`src/rtl/mole_spawner.sv`:
```
// -----------------------------------------------------------------------------
// mole_spawner
//
// Round generator for a whack-a-mole game. An 18-bit LFSR picks one or two
// mole positions per round. Moles stay raised until every one is hit (early
// clear) or until MOLE_LIFE game ticks elapse (expiry). On expiry, the moles
// still standing are added to a saturating miss counter. The game ends when
// the miss count reaches MAX_MISSES.
//
// Parameters
//   TICK_DIV   : clk cycles per game tick (>= 2)
//   MOLE_LIFE  : ticks a round's moles stay up (1..15)
//   MAX_MISSES : miss count that ends the game (1..15)
//
// Ports
//   clk        : single clock, rising edge
//   rst        : asynchronous active-high reset
//   start      : begins a game from IDLE or OVER (ignored while playing)
//   hit_reg    : per-position hit strobe from the whack logic
//   moles      : currently raised moles
//   misses     : moles that expired unhit this game, saturating at 15
//   round_cnt  : completed rounds this game, wraps 255 -> 0
//   active     : high in SPAWN and WAIT
//   game_over  : high in OVER only
//   state_dbg  : current FSM state (0 IDLE, 1 SPAWN, 2 WAIT, 3 OVER)
//
// Handshake: there is no valid/ready pair here. start is a level sampled on
// every rising edge and hit_reg is a per-cycle strobe; both are acted on in
// the cycle they are seen and need no acknowledgement.
// -----------------------------------------------------------------------------
module mole_spawner #(
  parameter int TICK_DIV   = 50000000,
  parameter int MOLE_LIFE  = 3,
  parameter int MAX_MISSES = 5
) (
  input  logic        clk,
  input  logic        rst,
  input  logic        start,
  input  logic [17:0] hit_reg,
  output logic [17:0] moles,
  output logic [3:0]  misses,
  output logic [7:0]  round_cnt,
  output logic        active,
  output logic        game_over,
  output logic [1:0]  state_dbg
);

  typedef enum logic [1:0] {
    S_IDLE  = 2'd0,
    S_SPAWN = 2'd1,
    S_WAIT  = 2'd2,
    S_OVER  = 2'd3
  } state_t;

  localparam int TW = (TICK_DIV > 2) ? $clog2(TICK_DIV) : 1;
  localparam logic [TW-1:0] TICK_LAST = TW'(TICK_DIV - 1);
  localparam logic [3:0]    LIFE_LAST = 4'(MOLE_LIFE - 1);
  localparam logic [3:0]    MISS_END  = 4'(MAX_MISSES);
  localparam logic [17:0]   LFSR_SEED = 18'h2A5C3;

  state_t        state_q, state_d;
  logic [17:0]   lfsr_q, lfsr_d;
  logic [17:0]   moles_q, moles_d;
  logic [3:0]    misses_q, misses_d;
  logic [7:0]    round_q, round_d;
  logic [TW-1:0] tick_cnt_q, tick_cnt_d;
  logic [3:0]    life_q, life_d;
  logic          active_q, active_d;
  logic          over_q, over_d;

  // Reduce a 5-bit value (0..31) to a position 0..17 with one subtraction.
  function automatic logic [4:0] mod18(input logic [4:0] v);
    return (v >= 5'd18) ? (v - 5'd18) : v;
  endfunction

  function automatic logic [4:0] popcount18(input logic [17:0] v);
    logic [4:0] c;
    c = '0;
    for (int i = 0; i < 18; i++) c = c + {4'd0, v[i]};
    return c;
  endfunction

  logic [17:0] remaining;
  logic [17:0] spawn_pat;
  logic        tick;
  logic [4:0]  miss_pop;
  logic [5:0]  miss_sum;
  logic [3:0]  miss_sat;

  always_comb begin
    remaining = moles_q & ~hit_reg;
    tick      = (tick_cnt_q == TICK_LAST);
    // Second mole only when the LFSR MSB is set; idx_a == idx_b collapses to one.
    spawn_pat = (18'd1 << mod18(lfsr_q[4:0]))
              | (lfsr_q[17] ? (18'd1 << mod18(lfsr_q[9:5])) : 18'd0);
    // Misses after a hit has already cleared its position, so a same-cycle
    // hit wins over expiry.
    miss_pop  = popcount18(remaining);
    miss_sum  = {2'b00, misses_q} + {1'b0, miss_pop};
    miss_sat  = (miss_sum > 6'd15) ? 4'hF : miss_sum[3:0];
  end

  always_comb begin
    state_d    = state_q;
    lfsr_d     = {lfsr_q[16:0], lfsr_q[17] ^ lfsr_q[10]};
    moles_d    = moles_q;
    misses_d   = misses_q;
    round_d    = round_q;
    tick_cnt_d = '0;
    life_d     = life_q;

    case (state_q)
      S_IDLE: begin
        moles_d = '0;
        if (start) begin
          state_d  = S_SPAWN;
          misses_d = '0;
          round_d  = '0;
        end
      end
      S_SPAWN: begin
        moles_d    = spawn_pat;
        tick_cnt_d = '0;
        life_d     = '0;
        state_d    = S_WAIT;
      end
      S_WAIT: begin
        tick_cnt_d = tick ? '0 : (tick_cnt_q + 1'b1);
        moles_d    = remaining;
        // Early clear takes priority over an expiry in the same cycle.
        if (remaining == 18'd0) begin
          round_d = round_q + 8'd1;
          state_d = S_SPAWN;
        end else if (tick && (life_q == LIFE_LAST)) begin
          misses_d = miss_sat;
          moles_d  = '0;
          round_d  = round_q + 8'd1;
          state_d  = (miss_sat >= MISS_END) ? S_OVER : S_SPAWN;
        end else if (tick) begin
          life_d = life_q + 4'd1;
        end
      end
      S_OVER: begin
        moles_d = '0;
        if (start) begin
          state_d  = S_SPAWN;
          misses_d = '0;
          round_d  = '0;
        end
      end
      default: state_d = S_IDLE;
    endcase

    // Status flags are registered from the next state so they line up with it.
    active_d = (state_d == S_SPAWN) || (state_d == S_WAIT);
    over_d   = (state_d == S_OVER);
  end

  always_ff @(posedge clk or posedge rst) begin
    if (rst) begin
      state_q    <= S_IDLE;
      lfsr_q     <= LFSR_SEED;
      moles_q    <= '0;
      misses_q   <= '0;
      round_q    <= '0;
      tick_cnt_q <= '0;
      life_q     <= '0;
      active_q   <= 1'b0;
      over_q     <= 1'b0;
    end else begin
      state_q    <= state_d;
      lfsr_q     <= lfsr_d;
      moles_q    <= moles_d;
      misses_q   <= misses_d;
      round_q    <= round_d;
      tick_cnt_q <= tick_cnt_d;
      life_q     <= life_d;
      active_q   <= active_d;
      over_q     <= over_d;
    end
  end

  assign moles     = moles_q;
  assign misses    = misses_q;
  assign round_cnt = round_q;
  assign active    = active_q;
  assign game_over = over_q;
  assign state_dbg = state_q;

endmodule

```
`config.mk`:
```
export PLATFORM = sky130hd
export DESIGN_NAME = mole_spawner
export DESIGN_NICKNAME = d
export VERILOG_FILES = /design/src/rtl/mole_spawner.sv
export SDC_FILE = /design/constraint.sdc
export NUM_CORES = 1
export LEC_CHECK = 0
export BUFFER_PORTS_ARGS = -buffer_cell sky130_fd_sc_hd__buf_2
export CAP_MARGIN = 20
export CORE_ASPECT_RATIO = 1.75
export CORE_MARGIN = 2
export CORE_UTILIZATION = 45
export DETAILED_ROUTE_END_ITERATION = 6
export PLACE_DENSITY = 0.63
export REMOVE_ABC_BUFFERS = 1
export SETUP_SLACK_MARGIN = 0.2
export SYNTH_ARGS = -nofsm -noshare
export SYNTH_HDL_FRONTEND = slang
export SYNTH_SLANG_ARGS = --single-unit
```
`constraint.sdc`:
```
create_clock -name clk -period 9.53 [get_ports clk]
set_clock_uncertainty 0.2 [all_clocks]
set_input_delay 1.4295 -clock clk [delete_from_list [all_inputs] [get_ports clk]]
set_output_delay 1.4295 -clock clk [all_outputs]
set_load 0.01 [all_outputs]
```
==> results by group, run 1 <==
STA
  • Min Hold Slack: 0.1466 ns
  • Final hold violations: 0
  • RSZ-0062 raised after global routing: false
  • Actual slew at the worst max-slew pin: 0.8996 ns
  • Fin crit share: 0.6489
  • Crit path time final: 6.184 ns
  • Final Max Tran Viols: 0
  • Final setup viols: 0
  • Slew headroom: 0.4003
  • Setup TNS: 0 ns
  • F_max: 161.7 MHz

Floorplanning
  • CORE AREA: 10640 sq um
  • Initial Utilization: 0.4564
  • Num rows: 50
  • Die H: 141.4 um
  • Die area: approximately 12000 sq um
  • Die Wd: 82.51 um
  • IO Pins: 55

Power and ir drop
  • Lkg Pwr: 2.597 nW
  • Pwr/cell area: about 190 nW/um^2
  • Part of the power in combinational logic: 0.304
  • Peak VDD IR: around 0.14 mV
  • Net Sw Frac: 0.3645
  • Net switching power: about 0.39 mW
  • Cell Int Power: 0.6750 mW
  • Clk pwr share: 0.310
  • Seq pwr share: 0.387

Clock network
  • Htree depth: 3
  • Insertion delay to the later sink of the worst-skew pair: approximately 0.34 ns
  • TritonCTS clock tree: yes
  • Clk sink count: 82
  • Resize count post-CTS: 0
  • Clock buffer count from CTS: 9
  • Post-CTS setup buffer count: 0
  • # hold bufs at CTS: 0
  • Clock buffer depth: 2
  • Root buf cell: clkbuf_16
  • Worst-path clk slew: 0.07 ns

Yosys
  • Post-synthesis adder-cell area fraction: 0.1093
  • Simple-gate portion of the synthesized area: 0.2328
  • Synth Area in Compound Gates: 0.1395
  • Synth Register Bits: 82
  • Largest family of logic cells by synthesized area: simple AND/OR/NAND/NOR gates
  • Average size of a mapped cell: approximately 9.6 sq um
  • Gate Count Post-Synth: a little over 500
  • Main synth FF type: dfrtp_1
  • Synth warn: 0
  • Synth Area in XOR/XNOR: 0.04511
  • Ys async rst share: 1.000
  • Mux share of post-synthesis cell area: 0.004125
  • Synth cell types: 54
  • Synthesized area: 4853 sq um
  • Post-synth EDFFs: 0
  • Sequential area share after synthesis: 0.4251

Critical path
  • Worst r2r src: moles[4]
  • Worst setup EP type: flop
  • R2R depth: 16
  • Startpoint types: input port
  • Worst setup path class: input port to flop
  • Setup slack, reg-to-reg: 4.15 ns
  • Worst r2r dst: misses[2]
  • Crit-path max FO: 3
  • Critical Path RT: 9.56 ns
  • CP Data Arrival Time: a little over 6 ns

Finish
  • Area growth, synth to finish: 14.26%
  • Area of the multi-input gates: 2576 sq um
  • Commonest non-fill, non-tap cell in the layout: dfrtp_1
  • Sequential cell area: about 2100 sq um
  • Fin util: 0.5214
  • Layout cells sized above 1: 0.1611
  • Most frequent cells in the layout: dfrtp_1 (73), buf_2 (54), nor2_1 (50)
  • Fin cells: 695
  • Final Instance Area: approximately 5500 sq um
  • Fill cells: roughly 1000
  • Nets: 615
  • ANT cells: 0

Global routing
  • GRT Util Overall: 0.2200
  • Grt total ovfl: 0
  • First-pass GRT wire length: just under 20000 um
  • Initial antenna violation count: 0
  • Largest net degree at the start of global routing: slightly above 80
  • Vias in the first global route: 3908

Min path
  • Worst Hold End: lfsr_q[13]
  • Hold path cells: 0
  • Worst Hold Class: flop to flop
  • Hold Startpoint: lfsr_q[12]

Placement
  • Final HPWL from detailed placement: a little under 9000 um
  • DP Cell Count: 678
  • PortBufs: 54
  • Area post-placement: 5239 sq um
  • Placer congestion estimate: about 0.93

Routing
  • DRT iter0 DRCs: approximately 260
  • WL final: 11690 um
  • Drt first pass iters: 4
  • Vias per std cell: 5.600
  • Vias post-DR: 3892
  • Routed Antenna Nets: 0
  • DR DRC count: 0
  • Routed length per instance: 16.81 um

Flow run
  • Max-Cap Viols: 0

Outcome
  • Outcome: finished, final reports clean
## worst max path at each step
stage,end,slack (ns),start
2_1_floorplan,misses[2],3.38,hit_reg[4]
3_3_place_gp,misses[2],3.13,hit_reg[4]
3_5_place_dp,misses[1],3.03,hit_reg[4]
4_1_cts,misses[1],3.38,hit_reg[4]
5_1_grt,misses[1],3.16,hit_reg[4]
6_report,misses[2],3.35,hit_reg[4]
## flip-flops by register name, indices dropped and copies added (netlist names)
signal	count
tick_cnt_q	26
lfsr_q	18
moles	18
round_cnt	8
life_q	4
misses	4
state_dbg	2
active	1
game_over	1
## metrics by stage
step | worst slack, ns | total power, mW
2_1_floorplan | 3.377 | 0.6283
3_3_place_gp | 3.129 | 0.7308
3_5_place_dp | 3.025 | 0.7410
4_1_cts | 3.380 | 1.070
5_1_grt | 3.165 | 1.134
6_report | 3.346 | 1.062
## power by group through the flow
stage | Combinational (mW) | Sequential (mW) | Clock (mW)
final | 0.322 | 0.411 | 0.329
after floorplan | 0.206 | 0.423 | 0
after global routing | 0.367 | 0.417 | 0.349
after detailed placement | 0.323 | 0.418 | 0
after CTS | 0.324 | 0.412 | 0.334
after global placement | 0.314 | 0.417 | 0
## area by class of cell
type,instances,area share
Timing Repair Buffer,56,0.05505
Sequential cell,82,0.3721
Tap cell,130,0.02933
Inverter,42,0.02866
Clock buffer,10,0.04129
Multi-Input combinational cell,369,0.4646
Clock inverter,6,0.009025
## routing by layer
layer  share of wire  track usage  routed length (um)  up-vias
li1                -            -                   -     1889
met1            0.41       0.2620                4744     1920
met2            0.54       0.3837                6342       64
met3           0.030      0.03817                 347       19
met4           0.021      0.08714                 250        0
met5               0            0                   0        -
## worst max-delay path, stage by stage
cell      delay (ns)
buf_2           0.08
nand2b_1        0.13
inv_1           0.07
fa_1            0.53
inv_1           0.06
fa_1            0.47
fa_1            0.53
fa_1            0.43
fa_1            0.51
inv_1           0.05
fa_1            0.40
fa_1            0.42
a21oi_1         0.19
nor2b_1         0.09
o41ai_1         0.43
nand2_1         0.12
a32o_1          0.27
## synth_stat cells (3+ instances only)
| master | instances | area, sq um |
|---|---|---|
| xor2_1 | 10 | 87.58 |
| and3_1 | 8 | 50.05 |
| a32o_1 | 4 | 40.04 |
| o22ai_1 | 8 | 50.05 |
| nor3_1 | 10 | 50.05 |
| inv_1 | 42 | 157.7 |
| a31oi_1 | 8 | 50.05 |
| a211o_1 | 3 | 26.28 |
| fa_1 | 14 | 280.3 |
| clkbuf_1 | 11 | 41.29 |
| nand2_1 | 34 | 127.6 |
| nor2_1 | 50 | 187.7 |
| nor2b_1 | 12 | 75.07 |
| xnor2_1 | 15 | 131.4 |
| o22a_1 | 9 | 78.83 |
| nor4_1 | 4 | 25.02 |
| nor3b_1 | 6 | 45.04 |
| nand2b_1 | 24 | 150.1 |
| or2_2 | 5 | 31.28 |
| a41oi_1 | 3 | 26.28 |
| o211ai_1 | 3 | 22.52 |
| dfrtp_1 | 73 | 1827 |
| nand3_1 | 25 | 125.1 |
| o221ai_1 | 3 | 26.28 |
| nand4_1 | 9 | 56.30 |
| nand3b_1 | 4 | 30.03 |
| or4_1 | 4 | 30.03 |
| a21oi_1 | 11 | 55.05 |
| o21ai_0 | 23 | 115.1 |
| buf_2 | 3 | 15.01 |
| ha_1 | 20 | 250.2 |
| a21o_1 | 5 | 37.54 |
| dfstp_2 | 9 | 236.5 |
| or3_1 | 5 | 31.28 |
| and4_1 | 3 | 26.28 |
## cells by family after synthesis
family | count (synthesis)
AO/OA/AOI/OAI | 96
XOR/XNOR | 25
adder cells (fa/ha/maj) | 34
buffers and inverters | 56
flip-flops | 82
multiplexers | 2
AND/OR/NAND/NOR | 212
(Power assumes the default switching activity.)
==> run 2: changes to the inputs <==
Clock period 9.53 ns to 6.1 ns, I/O delays scaled along.
==> run 2 against run 1 <==
Compared with the run above: final cell count unchanged; hold slack gained 0.0045 ns; die area is the same; combinational power is 58% higher; largest power group unchanged.
==> results by group, run 2 (synthesized netlist as in run 1, its figures left out) <==
Floorplanning
  • Die area: 11670 sq um (unchanged)
  • IO Pins: 55 (unchanged)
  • Die H: 141.4 um (unchanged)
  • Die Wd: 82.51 um (unchanged)
  • Num rows: 50 (unchanged)
  • CORE AREA: 10640 sq um (unchanged)
  • Initial Utilization: 0.4564 (unchanged)

Placement
  • Area post-placement: 5239 sq um (unchanged)
  • Final HPWL from detailed placement: 8749 um (about the same)
  • DP Cell Count: 678 (unchanged)
  • Placer congestion estimate: 0.9322 (about the same)
  • PortBufs: 54 (unchanged)
  • Pre-CTS WS: 0.1033 ns (-2.922 ns)

STA
  • Crit path time final: 5.661 ns
  • Min Hold Slack: 0.1511 ns (+0.004482 ns)
  • Actual slew at the worst max-slew pin: 0.8881 ns (-0.01154 ns)
  • Setup TNS: 0 ns (unchanged)
  • Final setup viols: 0 (unchanged)
  • Final hold violations: 0 (unchanged)
  • RSZ-0062 raised after global routing: false
  • Fin crit share: 0.9280
  • Slew headroom: 0.4079 (+0.007693)
  • F_max: 176.6 MHz
  • Final Max Tran Viols: 0 (unchanged)
  • Final WS setup: 0.4391 ns (-2.907 ns)

Clock network
  • TritonCTS clock tree: yes
  • # hold bufs at CTS: 0 (unchanged)
  • Root buf cell: clkbuf_16
  • Worst-path clk slew: 0.07 ns (about the same)
  • Htree depth: 3 (unchanged)
  • Post-CTS setup buffer count: 0 (unchanged)
  • Clock buffer count from CTS: 9 (unchanged)
  • Insertion delay to the later sink of the worst-skew pair: 0.33 ns (about the same)
  • Clock buffer depth: 2 (unchanged)
  • Clk sink count: 82 (unchanged)

Critical path
  • Worst setup EP type: flop
  • Critical Path RT: 6.11 ns (-3.45 ns)
  • R2R depth: 18 (+2)
  • Worst setup path class: input port to flop
  • CP Data Arrival Time: 5.67 ns (-0.54 ns)
  • Setup crit end: active
  • Worst Setup SP: hit_reg[4]
  • Worst r2r src: moles[4]
  • Crit-path max FO: 3 (unchanged)
  • Worst r2r dst: active
  • Startpoint types: input port
  • Setup slack, reg-to-reg: 0.74 ns (-3.41 ns)

Finish
  • Max reg flops: 26 (unchanged)
  • Final Instance Area: 5584 sq um (+0.70%)
  • Layout cells sized above 1: 0.1664 (+0.005310)
  • Commonest non-fill, non-tap cell in the layout: dfrtp_1
  • ANT cells: 0 (unchanged)
  • Top reg by flops: tick_cnt_q
  • Area growth, synth to finish: 15.06%
  • Nets: 615 (unchanged)
  • Fin util: 0.5251 (+0.003647)
  • Most frequent cells in the layout: dfrtp_1 (73), buf_2 (54), nor2_1 (50)
  • Fin cells: 695 (unchanged)

Power and ir drop
  • Power after layout: 1.709 mW (+61%)
  • Peak VDD IR: 0.2054 mV (+50%)
  • Lkg Pwr: 2.615 nW (+0.71%)
  • Pwr/cell area: 306.0 nW/um^2 (+60%)

Global routing
  • Largest net degree at the start of global routing: 83 (unchanged)
  • Grt total ovfl: 0 (unchanged)
  • First-pass GRT wire length: 19270 um (-1.7%)
  • Vias in the first global route: 3920 (+0.31%)
  • Initial antenna violation count: 0 (unchanged)
  • GRT Util Overall: 0.2159 (-0.004118)

Routing
  • Routed length per instance: 16.96 um (+0.90%)
  • WL final: 11790 um (+0.90%)
  • Drt first pass iters: 5 (+1)
  • Vias post-DR: 3982 (+2.3%)
  • Vias per std cell: 5.729 (+2.3%)
  • Routed Antenna Nets: 0 (unchanged)
  • DRT iter0 DRCs: 216 (-16%)
  • DR DRC count: 0 (unchanged)

Flow run
  • Max-Cap Viols: 0 (unchanged)

Min path
  • Worst Hold Class: flop to flop

Outcome
  • Outcome: finished, final reports clean
[run 2: changes by cell type in the layout (fill, tap and decap cells not counted), sizes merged]
cell      delta
bufinv       +1
clkinvlp     -1
[run 2: critical path, cell delays in order]
cell and delay, ns:
buf_2 0.07, nand2b_1 0.14, inv_1 0.08, fa_1 0.53, inv_1 0.06, fa_1 0.47, fa_1 0.53, fa_1 0.43
fa_1 0.51, inv_1 0.05, fa_1 0.40, fa_2 0.38, a21oi_2 0.17, nand2_1 0.08, mux2i_1 0.15, nand3b_1 0.11
nor2_1 0.11, o21ai_0 0.14, ha_1 0.33
[run 2: cell type report]
class	count	area, sq um
tap	130	162.7
timing repair buffer	56	305.3
multi-input combinational	369	2582
clock inverter	6	72.57
fill	1014	5051
sequential	82	2063
inverter	42	158.9
clock buffer	10	239.0
[run 2: repair_timing]
action                                 in CTS  in global routing
endpoints found under the hold margin       0                  0
gates resized for setup                     0                  2
setup endpoints to repair                   0                  1
[run 2: worst min path at each step]
stage	start	end	cells after the start
floorplan	lfsr_q[11]	lfsr_q[12]	0
global placement	lfsr_q[11]	lfsr_q[12]	0
detailed placement	lfsr_q[12]	lfsr_q[13]	0
CTS	lfsr_q[14]	lfsr_q[15]	0
global route	lfsr_q[14]	lfsr_q[15]	0
finish	lfsr_q[14]	lfsr_q[15]	0
[run 2: per-layer routing]
metal,global-route usage,up-vias,part of all wire
met4,0.09318,0,0.028
met2,0.3773,92,0.53
li1,-,1895,-
met3,0.03117,22,0.024
met1,0.2567,1973,0.41
met5,0,-,0
[run 2: power by group]
part | internal [mW] | total [mW] | switching (mW)
sequential | 0.594 | 0.642 | 0.0486
clock | 0.333 | 0.559 | 0.226
combinational | 0.182 | 0.508 | 0.326
total | 1.11 | 1.71 | 0.600
